[src/rtl/load_store_unit.sv]
// Load/store unit: turns RISC-V byte-addressed LB/LH/LW/LBU/LHU/SB/SH/SW requests into
// word-granular accesses on a 1-cycle-latency data memory, using read-modify-write for sub-word stores.
module load_store_unit #(
  parameter int unsigned MEM_WORDS = 1024
) (
  input  logic        clk,
  input  logic        rst_n,
  input  logic        req_valid,
  output logic        req_ready,
  input  logic        req_is_store,
  input  logic [2:0]  req_funct3,
  input  logic [31:0] req_addr,
  input  logic [31:0] req_wdata,
  output logic        resp_valid,
  output logic        resp_err,
  output logic [31:0] resp_rdata,
  output logic [31:0] mem_addr,
  output logic        mem_read,
  output logic        mem_write_en,
  output logic [31:0] mem_write_data,
  input  logic [31:0] mem_rdata
);

  typedef enum logic [2:0] {
    StIdle,
    StRead,
    StLoadData,
    StMerge,
    StWrite,
    StResp
  } state_e;

  localparam logic [29:0] MemWordsW = 30'(MEM_WORDS);

  state_e      state_q;
  logic        is_store_q;
  logic [2:0]  funct3_q;
  logic [1:0]  off_q;
  logic [31:0] wdata_q;

  // Request decode, only consulted in the accepting IDLE cycle.
  logic legal_f3, misaligned, out_of_range, dec_err, is_sw;

  always_comb begin
    if (req_is_store) begin
      legal_f3 = (req_funct3 == 3'b000) || (req_funct3 == 3'b001) || (req_funct3 == 3'b010);
    end else begin
      legal_f3 = (req_funct3 == 3'b000) || (req_funct3 == 3'b001) || (req_funct3 == 3'b010) ||
                 (req_funct3 == 3'b100) || (req_funct3 == 3'b101);
    end
    misaligned   = ((req_funct3[1:0] == 2'b01) && req_addr[0]) ||
                   ((req_funct3[1:0] == 2'b10) && (req_addr[1:0] != 2'b00));
    out_of_range = req_addr[31:2] >= MemWordsW;
    dec_err      = !legal_f3 || misaligned || out_of_range;
    is_sw        = req_is_store && (req_funct3 == 3'b010);
  end

  // Lane extraction for loads and lane insertion for sub-word stores, from latched fields.
  logic [4:0]  lane_sh;
  logic [31:0] shifted, load_ext, lane_mask, merged;

  always_comb begin
    lane_sh = {off_q, 3'b000};
    shifted = mem_rdata >> lane_sh;
    unique case (funct3_q)
      3'b000:  load_ext = {{24{shifted[7]}}, shifted[7:0]};
      3'b001:  load_ext = {{16{shifted[15]}}, shifted[15:0]};
      3'b100:  load_ext = {24'h0, shifted[7:0]};
      3'b101:  load_ext = {16'h0, shifted[15:0]};
      default: load_ext = mem_rdata;
    endcase
    lane_mask = (funct3_q[1:0] == 2'b00) ? (32'h0000_00ff << lane_sh)
                                         : (32'h0000_ffff << lane_sh);
    merged    = (mem_rdata & ~lane_mask) | ((wdata_q << lane_sh) & lane_mask);
  end

  always_ff @(posedge clk or negedge rst_n) begin
    if (!rst_n) begin
      state_q        <= StIdle;
      req_ready      <= 1'b1;
      resp_valid     <= 1'b0;
      resp_err       <= 1'b0;
      resp_rdata     <= 32'h0;
      mem_read       <= 1'b0;
      mem_write_en   <= 1'b0;
      mem_addr       <= 32'h0;
      mem_write_data <= 32'h0;
      is_store_q     <= 1'b0;
      funct3_q       <= 3'b000;
      off_q          <= 2'b00;
      wdata_q        <= 32'h0;
    end else begin
      // Strobes are single-cycle unless the case below re-asserts them.
      resp_valid   <= 1'b0;
      mem_read     <= 1'b0;
      mem_write_en <= 1'b0;
      unique case (state_q)
        StIdle: begin
          if (req_valid) begin
            is_store_q <= req_is_store;
            funct3_q   <= req_funct3;
            off_q      <= req_addr[1:0];
            wdata_q    <= req_wdata;
            mem_addr   <= {req_addr[31:2], 2'b00};
            req_ready  <= 1'b0;
            if (dec_err) begin
              state_q    <= StResp;
              resp_valid <= 1'b1;
              resp_err   <= 1'b1;
              resp_rdata <= 32'h0;
            end else if (is_sw) begin
              state_q        <= StWrite;
              mem_write_en   <= 1'b1;
              mem_write_data <= req_wdata;
            end else begin
              state_q  <= StRead;
              mem_read <= 1'b1;
            end
          end
        end
        StRead: begin
          state_q <= is_store_q ? StMerge : StLoadData;
        end
        StLoadData: begin
          state_q    <= StResp;
          resp_valid <= 1'b1;
          resp_err   <= 1'b0;
          resp_rdata <= load_ext;
        end
        StMerge: begin
          state_q        <= StWrite;
          mem_write_en   <= 1'b1;
          mem_write_data <= merged;
        end
        StWrite: begin
          state_q    <= StResp;
          resp_valid <= 1'b1;
          resp_err   <= 1'b0;
          resp_rdata <= 32'h0;
        end
        StResp: begin
          state_q   <= StIdle;
          req_ready <= 1'b1;
        end
        default: begin
          state_q   <= StIdle;
          req_ready <= 1'b1;
        end
      endcase
    end
  end

endmodule

[config.mk]
export PLATFORM = sky130hd
export DESIGN_NAME = load_store_unit
export DESIGN_NICKNAME = d
export VERILOG_FILES = /design/src/rtl/load_store_unit.sv
export SDC_FILE = /design/constraint.sdc
export NUM_CORES = 1
export LEC_CHECK = 0
export CORE_ASPECT_RATIO = 1.75
export CORE_MARGIN = 3
export CORE_UTILIZATION = 43
export DETAILED_ROUTE_END_ITERATION = 12
export PLACE_DENSITY_LB_ADDON = 0.2
export SYNTH_ARGS = -nofsm -noshare
export SYNTH_HDL_FRONTEND = slang
export SYNTH_SLANG_ARGS = --single-unit
export TNS_END_PERCENT = 50
[constraint.sdc]
create_clock -name clk -period 1.8 [get_ports clk]
set_input_delay 0.18 -clock clk [delete_from_list [all_inputs] [get_ports clk]]
set_output_delay 0.18 -clock clk [all_outputs]
set_load 0.1 [all_outputs]
==> metrics.md, run 1 <==
| Metric | Value |
|---|---|
| Ports | 204 |
| Layout area overhead | 56.7% |
| Number of buffers between clock root and the deepest sink | 2 |
| Post-route DRC | 0 |
| Prevailing post-synth register cell | sky130_fd_sc_hd__dfrtp_1 |
| IO buf count | 201 |
| TritonCTS clock tree | built |
| Detail Route Antenna Nets | 0 |
| # Max-Cap Violations | 0 |
| Count of flip-flops with a built-in enable after synthesis | 0 |
| Max Clock Freq | 0.532 GHz |
| Cell count after synthesis | 778 |
| Total routing resource utilization after global routing | 28.1% |
| CTS H-Tree Depth | 4 |
| Placeable core region | approximately 15000 µm² |
| Vias | 7349 |
| Area fraction of the dominant cell type after synthesis | 45.0% |
| Post-synthesis area per instance | a little under 9 µm² |
| Largest net degree at the start of global routing | 64 |
| RD Place Congestion | 0.911 |
| Most frequent cells after synthesis | sky130_fd_sc_hd__nand2_1, sky130_fd_sc_hd__dfrtp_1, sky130_fd_sc_hd__clkbuf_1 |
| Flops & latches, synth | 124 |
| Startpoint types | flop |
| Fraction of layout cells with a size suffix above 1 | 30.5% |
| ANT cells | 0 |
| Total wire length after detailed routing | 25800 µm |
| Number of distinct library cells after synthesis | 54 |
| First-pass iteration count of the detailed router | 7 |
| Async set-or-reset flop fraction in the synthesized netlist | 100% |
| Sum of negative setup slack | -892 ps |
| Data arrival time of the worst path | 2210 ps |
| Num rows | 60 |
| Proportion of synthesized chip area in sequential cells | 45.4% |
| Setup repair after global routing missed its margin | yes |
| Yosys warning total | 0 |
| Final number of setup-violating endpoints | 31 |
| Routed WL per cell | approximately 21 µm |
| Starting Density | approximately 44% |
| Ranking of synthesized cells by area | sky130_fd_sc_hd__dfrtp_1, sky130_fd_sc_hd__nand2_1, sky130_fd_sc_hd__mux2i_1 |
| TritonCTS Buffers | 17 |
| Hold Fails Final Rpt | 0 |
| First-pass GRT wire length | 39000 µm |
| Hold Path Class | input port to flop |
| Source-to-sink clock delay at the later pin of the worst-skew pair | 420 ps |
| Number of nets in the final layout | 1128 |
| Vias per std cell | 6.00 |
| Cell with the most instances after synthesis | sky130_fd_sc_hd__nand2_1 |
| Initial antenna violation count | 0 |
| Final max-slew violation count | 0 |
| Worst Clk Skew | just over 10 ps |
| Die X-Extent | 101 µm |
| Final worst-path cycle share | 104% |
| Die area | 17500 µm² |
| Critical path peak fanout | 9 |
| Drt first-iter violations | 553 |
| Overall die height | 173 µm |
| DP HPWL | 17500 µm |
| Headroom to the max-slew limit | 49.2% |
| Minimum setup slack in the final design | -80.1 ps |
| Category of the worst setup path capture point | flop |
| Actual slew at the worst max-slew pin | ~760 ps |
| Clock-pin slew on the worst setup and hold paths | 60 ps |
| Final period demand of the worst path | about 1900 ps |
| Clock Root Buffer | sky130_fd_sc_hd__clkbuf_16 |
| Leftover overflow at the end of global routing | 0 |
| Number of global-route vias before repair | 7258 |
| Startpoint-to-endpoint class of the critical path | flop to flop |
| Run status | finished with violations |
| Failing checks | setup timing |
| Post-synthesis instance area | between 6000 and 7000 µm² |
| Required time of the worst setup path | 2130 ps |
| Fill count | 1239 |
| Post-synthesis cell type with the largest combined area | sky130_fd_sc_hd__dfrtp_1 |
| Clock net sink count | 124 |
## worst max-delay path: stages, from the launching register on
cell	delay [ps]
sky130_fd_sc_hd__dfrtp_1	410
sky130_fd_sc_hd__nor4b_4	370
sky130_fd_sc_hd__buf_6	190
sky130_fd_sc_hd__buf_12	140
sky130_fd_sc_hd__nand3_2	80
sky130_fd_sc_hd__or4_4	420
sky130_fd_sc_hd__a31oi_1	180
## path summary, 6_finish.rpt
| check | startpoint | end | slack, ps | cells after the start |
|---|---|---|---|---|
| min in group asynchronous | rst_n | resp_valid | 300 | 3 |
| max reg2reg | state_q[1] | mem_write_data[10] | -80 | 6 |
| min reg2reg | mem_addr[6] | mem_addr[6] | 480 | 2 |
| max | state_q[1] | mem_write_data[10] | -80 | 6 |
| min | req_addr[6] | mem_addr[6] | 290 | 3 |
| max in group asynchronous | rst_n | req_ready | 1140 | 3 |
## registers in the layout, summed over array words and instances (netlist names)
name,flops
resp_err,1
resp_rdata,32
req_ready,1
wdata_q,16
state_q,3
mem_write_data,32
mem_addr,30
resp_valid,1
mem_read,1
off_q,2
funct3_q,3
is_store_q,1
mem_write_en,1
## logic make-up (layout without fill, tap and decap cells)
logic type	Yosys count	in the layout	synth area share, %
AND/OR/NAND/NOR	332	332	22.7
multiplexers	31	31	4.57
flip-flops	124	124	45.4
other	1	2	0.0548
AO/OA/AOI/OAI	199	199	21.6
buffers and inverters	91	350	5.69
## routing by layer
metal,part of all wire [%],GRT usage (%),routed length (µm)
met4,4.9,12.6,1260
met3,7.9,6.14,2030
met2,51,47.5,13200
met1,36,33.5,9380
met5,0,0,0
## cell type report
cell class                 instances  area [µm²]  share of cell area [%]
timing repair buffer             316        2930                    27.4
multi-input combinational        564        3840                    35.8
sequential                       124        3110                    29.0
inverter                           2        7.51                  0.0700
clock inverter                    14         171                    1.60
tap                              186         233                    2.17
clock buffer                      18         429                    4.00
## placed cells by master (no fill, tap or decap), types with 3 or more instances in the layout
master                            Yosys  routed
sky130_fd_sc_hd__nor4_2               0       4
sky130_fd_sc_hd__nor3_1              11      11
sky130_fd_sc_hd__nand3_1             25      23
sky130_fd_sc_hd__o22ai_1              7       7
sky130_fd_sc_hd__clkinvlp_4           0       6
sky130_fd_sc_hd__nor2b_1              6       5
sky130_fd_sc_hd__clkbuf_16            0      21
sky130_fd_sc_hd__o32a_1               8       8
sky130_fd_sc_hd__bufinv_16            0       3
sky130_fd_sc_hd__o211ai_1            17      17
sky130_fd_sc_hd__nand2b_1             6       5
sky130_fd_sc_hd__mux2i_1             29      29
sky130_fd_sc_hd__a41oi_2              0       5
sky130_fd_sc_hd__or4_1               28      26
sky130_fd_sc_hd__clkdlybuf4s50_1      0     101
sky130_fd_sc_hd__nand2_1            207     206
sky130_fd_sc_hd__a211o_1              4       4
sky130_fd_sc_hd__a2bb2oi_1            7       7
sky130_fd_sc_hd__a211oi_1            20      20
sky130_fd_sc_hd__and3_4               0       5
sky130_fd_sc_hd__a31oi_1             25      23
sky130_fd_sc_hd__o2bb2ai_1            8       8
sky130_fd_sc_hd__dfrtp_1            123     122
sky130_fd_sc_hd__o221ai_1             9       8
sky130_fd_sc_hd__a22oi_1              8       6
sky130_fd_sc_hd__o21ai_1              8      11
sky130_fd_sc_hd__a21oi_1             12      12
sky130_fd_sc_hd__o21ai_0             19      16
sky130_fd_sc_hd__o41ai_2              0      25
sky130_fd_sc_hd__buf_4                5     189
sky130_fd_sc_hd__o41ai_4              0       6
sky130_fd_sc_hd__nor2_1              17      16
sky130_fd_sc_hd__buf_12               0      17
sky130_fd_sc_hd__a41oi_1              8       3
sky130_fd_sc_hd__and3_1               8       3
## metrics by stage
step                cell area [µm²]  util, %  hold slack [ps]  setup WS (ps)  instances
CTS                           10300     66.7              281          -54.8       1210
floorplan                      6840        -             -116           2.11        779
finish                        10700     69.3              289          -80.1       1224
global placement               9400     60.8              219           -403       1171
global route                  10700     69.3              301           -132       1224
detailed placement             9400     60.8              219           -411       1171
## repair_timing
item / CTS / global route
setup endpoints to repair: 32 / 118
pin swaps: 17 / 26
hold buffers: 1 / 0
endpoints found under the hold margin: 123 / 0
cloned: 0 / 5
resized for setup: 39 / 36
setup buffers: 6 / 9
Power of run 1 is left out: the tool's default activity adds up to more than one toggle a clock period on the data nets, which glitch-free logic cannot reach.
==> inputs of run 2 (changes only) <==
--- a/config.mk
+++ b/config.mk
@@ -7,5 +7,7 @@
 export LEC_CHECK = 0
+export CELL_PAD_IN_SITES_DETAIL_PLACEMENT = 2
+export CELL_PAD_IN_SITES_GLOBAL_PLACEMENT = 2
 export CORE_ASPECT_RATIO = 1.75
 export CORE_MARGIN = 3
-export CORE_UTILIZATION = 43
+export CORE_UTILIZATION = 25
 export DETAILED_ROUTE_END_ITERATION = 12
==> constraint.sdc (replaced) <==
create_clock -name clk -period 1.8 [get_ports clk]
set_input_delay 0.36 -clock clk [delete_from_list [all_inputs] [get_ports clk]]
set_output_delay 0.36 -clock clk [all_outputs]
set_load 0.1 [all_outputs]
==> metrics.md, run 2 (synthesized netlist as in run 1, its figures left out) <==
| Metric | Value |
|---|---|
| Run status | finished with violations (unchanged) |
| Failing checks | setup timing (unchanged) |
| IR Drop Worst-Case VDD | 1720 µV |
| Source-to-sink clock delay at the later pin of the worst-skew pair | 460 ps (was 420 ps) |
| Die X-Extent | 131 µm (was 101 µm) |
| Vias per std cell | 5.41 (was 6.00) |
| Layout area overhead | 88.7% (was 56.7%) |
| Sequence of cells on the critical path | nor4b_4 -> buf_6 -> nand2_2 -> clkbuf_16 -> o41ai_4 -> a31oi_1 (was nor4b_4 -> buf_6 -> buf_12 -> nand3_2 -> or4_4 -> a31oi_1) |
| Starting Density | 25.5% (was 44.2%) |
| Detail Route Antenna Nets | 0 (unchanged) |
| Cell count after placement | 1374 (was 1171) |
| Number of nets in the final layout | 1163 (was 1128) |
| Reported net switching power | 15.5 mW |
| Fraction of power spent switching nets | between 50 and 60% |
| Vias | 7775 (was 7349) |
| Fraction of layout cells with a size suffix above 1 | 35.0% (was 30.5%) |
| Setup repair after global routing missed its margin | yes (unchanged) |
| TritonCTS Buffers | 17 (unchanged) |
| Final standard cell area without fillers | 12900 µm² (was 10700 µm²) |
| IO buf count | 201 (unchanged) |
| Cell Pwr Density | between 2000 and 2500 nW/µm² |
| Gate family responsible for the most delay along the worst path | compound AO/OA/AOI/OAI gates (was simple AND/OR/NAND/NOR gates) |
| Leakage | 5.61 nW |
| Standard cell with the maximum stage delay on the critical path | sky130_fd_sc_hd__dfrtp_1 (was sky130_fd_sc_hd__or4_4) |
| Largest registers | mem_write_data x32, resp_rdata x32, mem_addr x30 (unchanged) |
| Clock-pin slew on the worst setup and hold paths | 60 ps (about the same) |
| Initial antenna violation count | 0 (unchanged) |
| Startpoint types | flop (unchanged) |
| Clock Root Buffer | sky130_fd_sc_hd__clkbuf_16 (unchanged) |
| Number of global-route vias before repair | 8611 (was 7258) |
| Data arrival time of the worst path | 2290 ps (was 2210 ps) |
| Most frequent cells in the layout | sky130_fd_sc_hd__nand2_1, sky130_fd_sc_hd__buf_12, sky130_fd_sc_hd__dfrtp_1, sky130_fd_sc_hd__buf_4, sky130_fd_sc_hd__clkdlybuf4s50_1 (was sky130_fd_sc_hd__nand2_1, sky130_fd_sc_hd__buf_4, sky130_fd_sc_hd__dfrtp_1, sky130_fd_sc_hd__clkdlybuf4s50_1, sky130_fd_sc_hd__mux2i_1) |
| Depth of the critical timing path with buffers and inverters included | 6 (unchanged) |
| Leftover overflow at the end of global routing | 0 (unchanged) |
| First-pass GRT wire length | 53600 µm (was 39000 µm) |
| Final period demand of the worst path | 1990 ps (was 1880 ps) |
| Category of the worst setup path capture point | flop (unchanged) |
| Minimum setup slack in the final design | -188 ps (was -80.1 ps) |
| Clock net sink count | 124 (unchanged) |
| TritonCTS clock tree | built (unchanged) |
| Post-route DRC | 0 (unchanged) |
| Filler-free cell count of the finished design | 1436 (was 1224) |
| DP HPWL | 24400 µm (was 17500 µm) |
| Overall die height | 225 µm (was 173 µm) |
| Worst slack after detailed placement | -726 ps (was -411 ps) |
| Ports | 204 (unchanged) |
| Reg power frac | 20.2% |
| Num rows | 79 (was 60) |
| Largest net degree at the start of global routing | 50 (was 64) |
| First-pass iteration count of the detailed router | 5 (was 7) |
| Headroom to the max-slew limit | 63.9% (was 49.2%) |
| Clock power share | 12.2% |
| Final max-slew violation count | 0 (unchanged) |
| Startpoint-to-endpoint class of the critical path | flop to flop (unchanged) |
| Launch point of the critical path | state_q[2] (was state_q[1]) |
| Endpoint of the most critical register-to-register path | mem_write_data[6] (was mem_write_data[10]) |
| Number of buffers between clock root and the deepest sink | 2 (unchanged) |
| Last element of the critical path | mem_write_data[6] (was mem_write_data[10]) |
| Internal power consumption | around 14 mW |
| CTS H-Tree Depth | 4 (unchanged) |
| Delay of the slowest cell on the worst path | 410 ps (was 420 ps) |
| Minimum setup slack among reg-to-reg paths | -190 ps (was -80 ps) |
| Commonest non-fill, non-tap cell in the layout | sky130_fd_sc_hd__nand2_1 (unchanged) |
| Total routing resource utilization after global routing | 24.4% (was 28.1%) |
| Final number of setup-violating endpoints | 32 (was 31) |
| Placement Cell Area | 11000 µm² (was 9400 µm²) |
| Die area | 29500 µm² (was 17500 µm²) |
| Routed WL per cell | 27.1 µm (was 21.1 µm) |
| Worst Clk Skew | 10.1 ps (was 10.2 ps) |
| Total wire length after detailed routing | 38900 µm (was 25800 µm) |
| Hold Path Class | input port to flop (unchanged) |
| Count of cells along the worst register-to-register path | 6 (unchanged) |
| Final worst-path cycle share | 110% (was 104%) |
| Max Clock Freq | 0.503 GHz (was 0.532 GHz) |
| Utilization after layout | 48.2% (was 69.3%) |
| RD Place Congestion | 0.849 (was 0.911) |
| Fraction of power consumed by combinational cells | 67.6% |
| Actual slew at the worst max-slew pin | 539 ps (was 762 ps) |
| Critical path peak fanout | 17 (was 9) |
| # Max-Cap Violations | 0 (unchanged) |
| Worst R2R Start | state_q[2] (was state_q[1]) |
| Required time of the worst setup path | 2110 ps (was 2130 ps) |
| Hold Fails Final Rpt | 0 (unchanged) |
| ANT cells | 0 (unchanged) |
| Placeable core region | 26800 µm² (was 15500 µm²) |
| Buf/Inv on CP | 2 (unchanged) |
| Drt first-iter violations | 396 (was 553) |
## run 2: layer usage
| layer | track usage, % | vias up | part of all wire [%] |
|---|---|---|---|
| li1 | - | 3430 | - |
| met1 | 26.2 | 3933 | 36 |
| met2 | 43.5 | 299 | 53 |
| met3 | 5.56 | 113 | 4.6 |
| met4 | 12.9 | 0 | 6.4 |
| met5 | 0 | - | 0 |
## run 2: worst register-to-register path, stage by stage (launching register included)
cell and delay (ps):
sky130_fd_sc_hd__dfrtp_1 410, sky130_fd_sc_hd__nor4b_4 290, sky130_fd_sc_hd__buf_6 230, sky130_fd_sc_hd__nand2_2 140, sky130_fd_sc_hd__clkbuf_16 240, sky130_fd_sc_hd__o41ai_4 320, sky130_fd_sc_hd__a31oi_1 200
## run 2: repair_timing
action,4_1_cts,5_1_grt
hold buffers,1,0
setup endpoints to repair,89,71
endpoints found under the hold margin,25,0
pin swaps,34,40
setup buffers,7,10
cloned,8,7
resized for setup,86,79
## run 2: per-stage QoR
step / hold slack, ps / total power [mW] / setup TNS, ps
finish: 162 / 29.1 / -2530
detailed placement: 261 / 24.2 / -58110
global placement: 259 / 23.9 / -55820
floorplan: 64.4 / 16.3 / 0
global route: 184 / 30.3 / -5370
CTS: 266 / 28.2 / -622
## run 2: worst min path at each step
stage,start,end,slack [ps],cells past startpoint
3_5_place_dp,rst_n,resp_valid,260,1
2_1_floorplan,rst_n,funct3_q[0],60,0
4_1_cts,req_addr[12],mem_addr[12],270,3
5_1_grt,req_addr[21],mem_addr[21],180,3
6_report,req_addr[13],mem_addr[13],160,3
3_3_place_gp,rst_n,resp_valid,260,1
## run 2: final cells by class
class	count	area, µm²
Sequential cell	124	3110
Tap cell	364	455
Inverter	2	7.51
Timing Repair Buffer	351	4670
Clock inverter	8	118
Clock buffer	23	458
Multi-Input combinational cell	564	4090
Fill cell	2661	13900
## run 2: power by group through the flow
stage               sequential (mW)  combinational (mW)  clock (mW)
finish                         5.87                19.7        3.56
global placement               5.70                18.2           0
CTS                            5.80                18.8        3.60
detailed placement             5.76                18.4           0
global route                   6.04                20.5        3.74
floorplan                      12.3                3.99           0
Power figures use the tool's default switching activity.
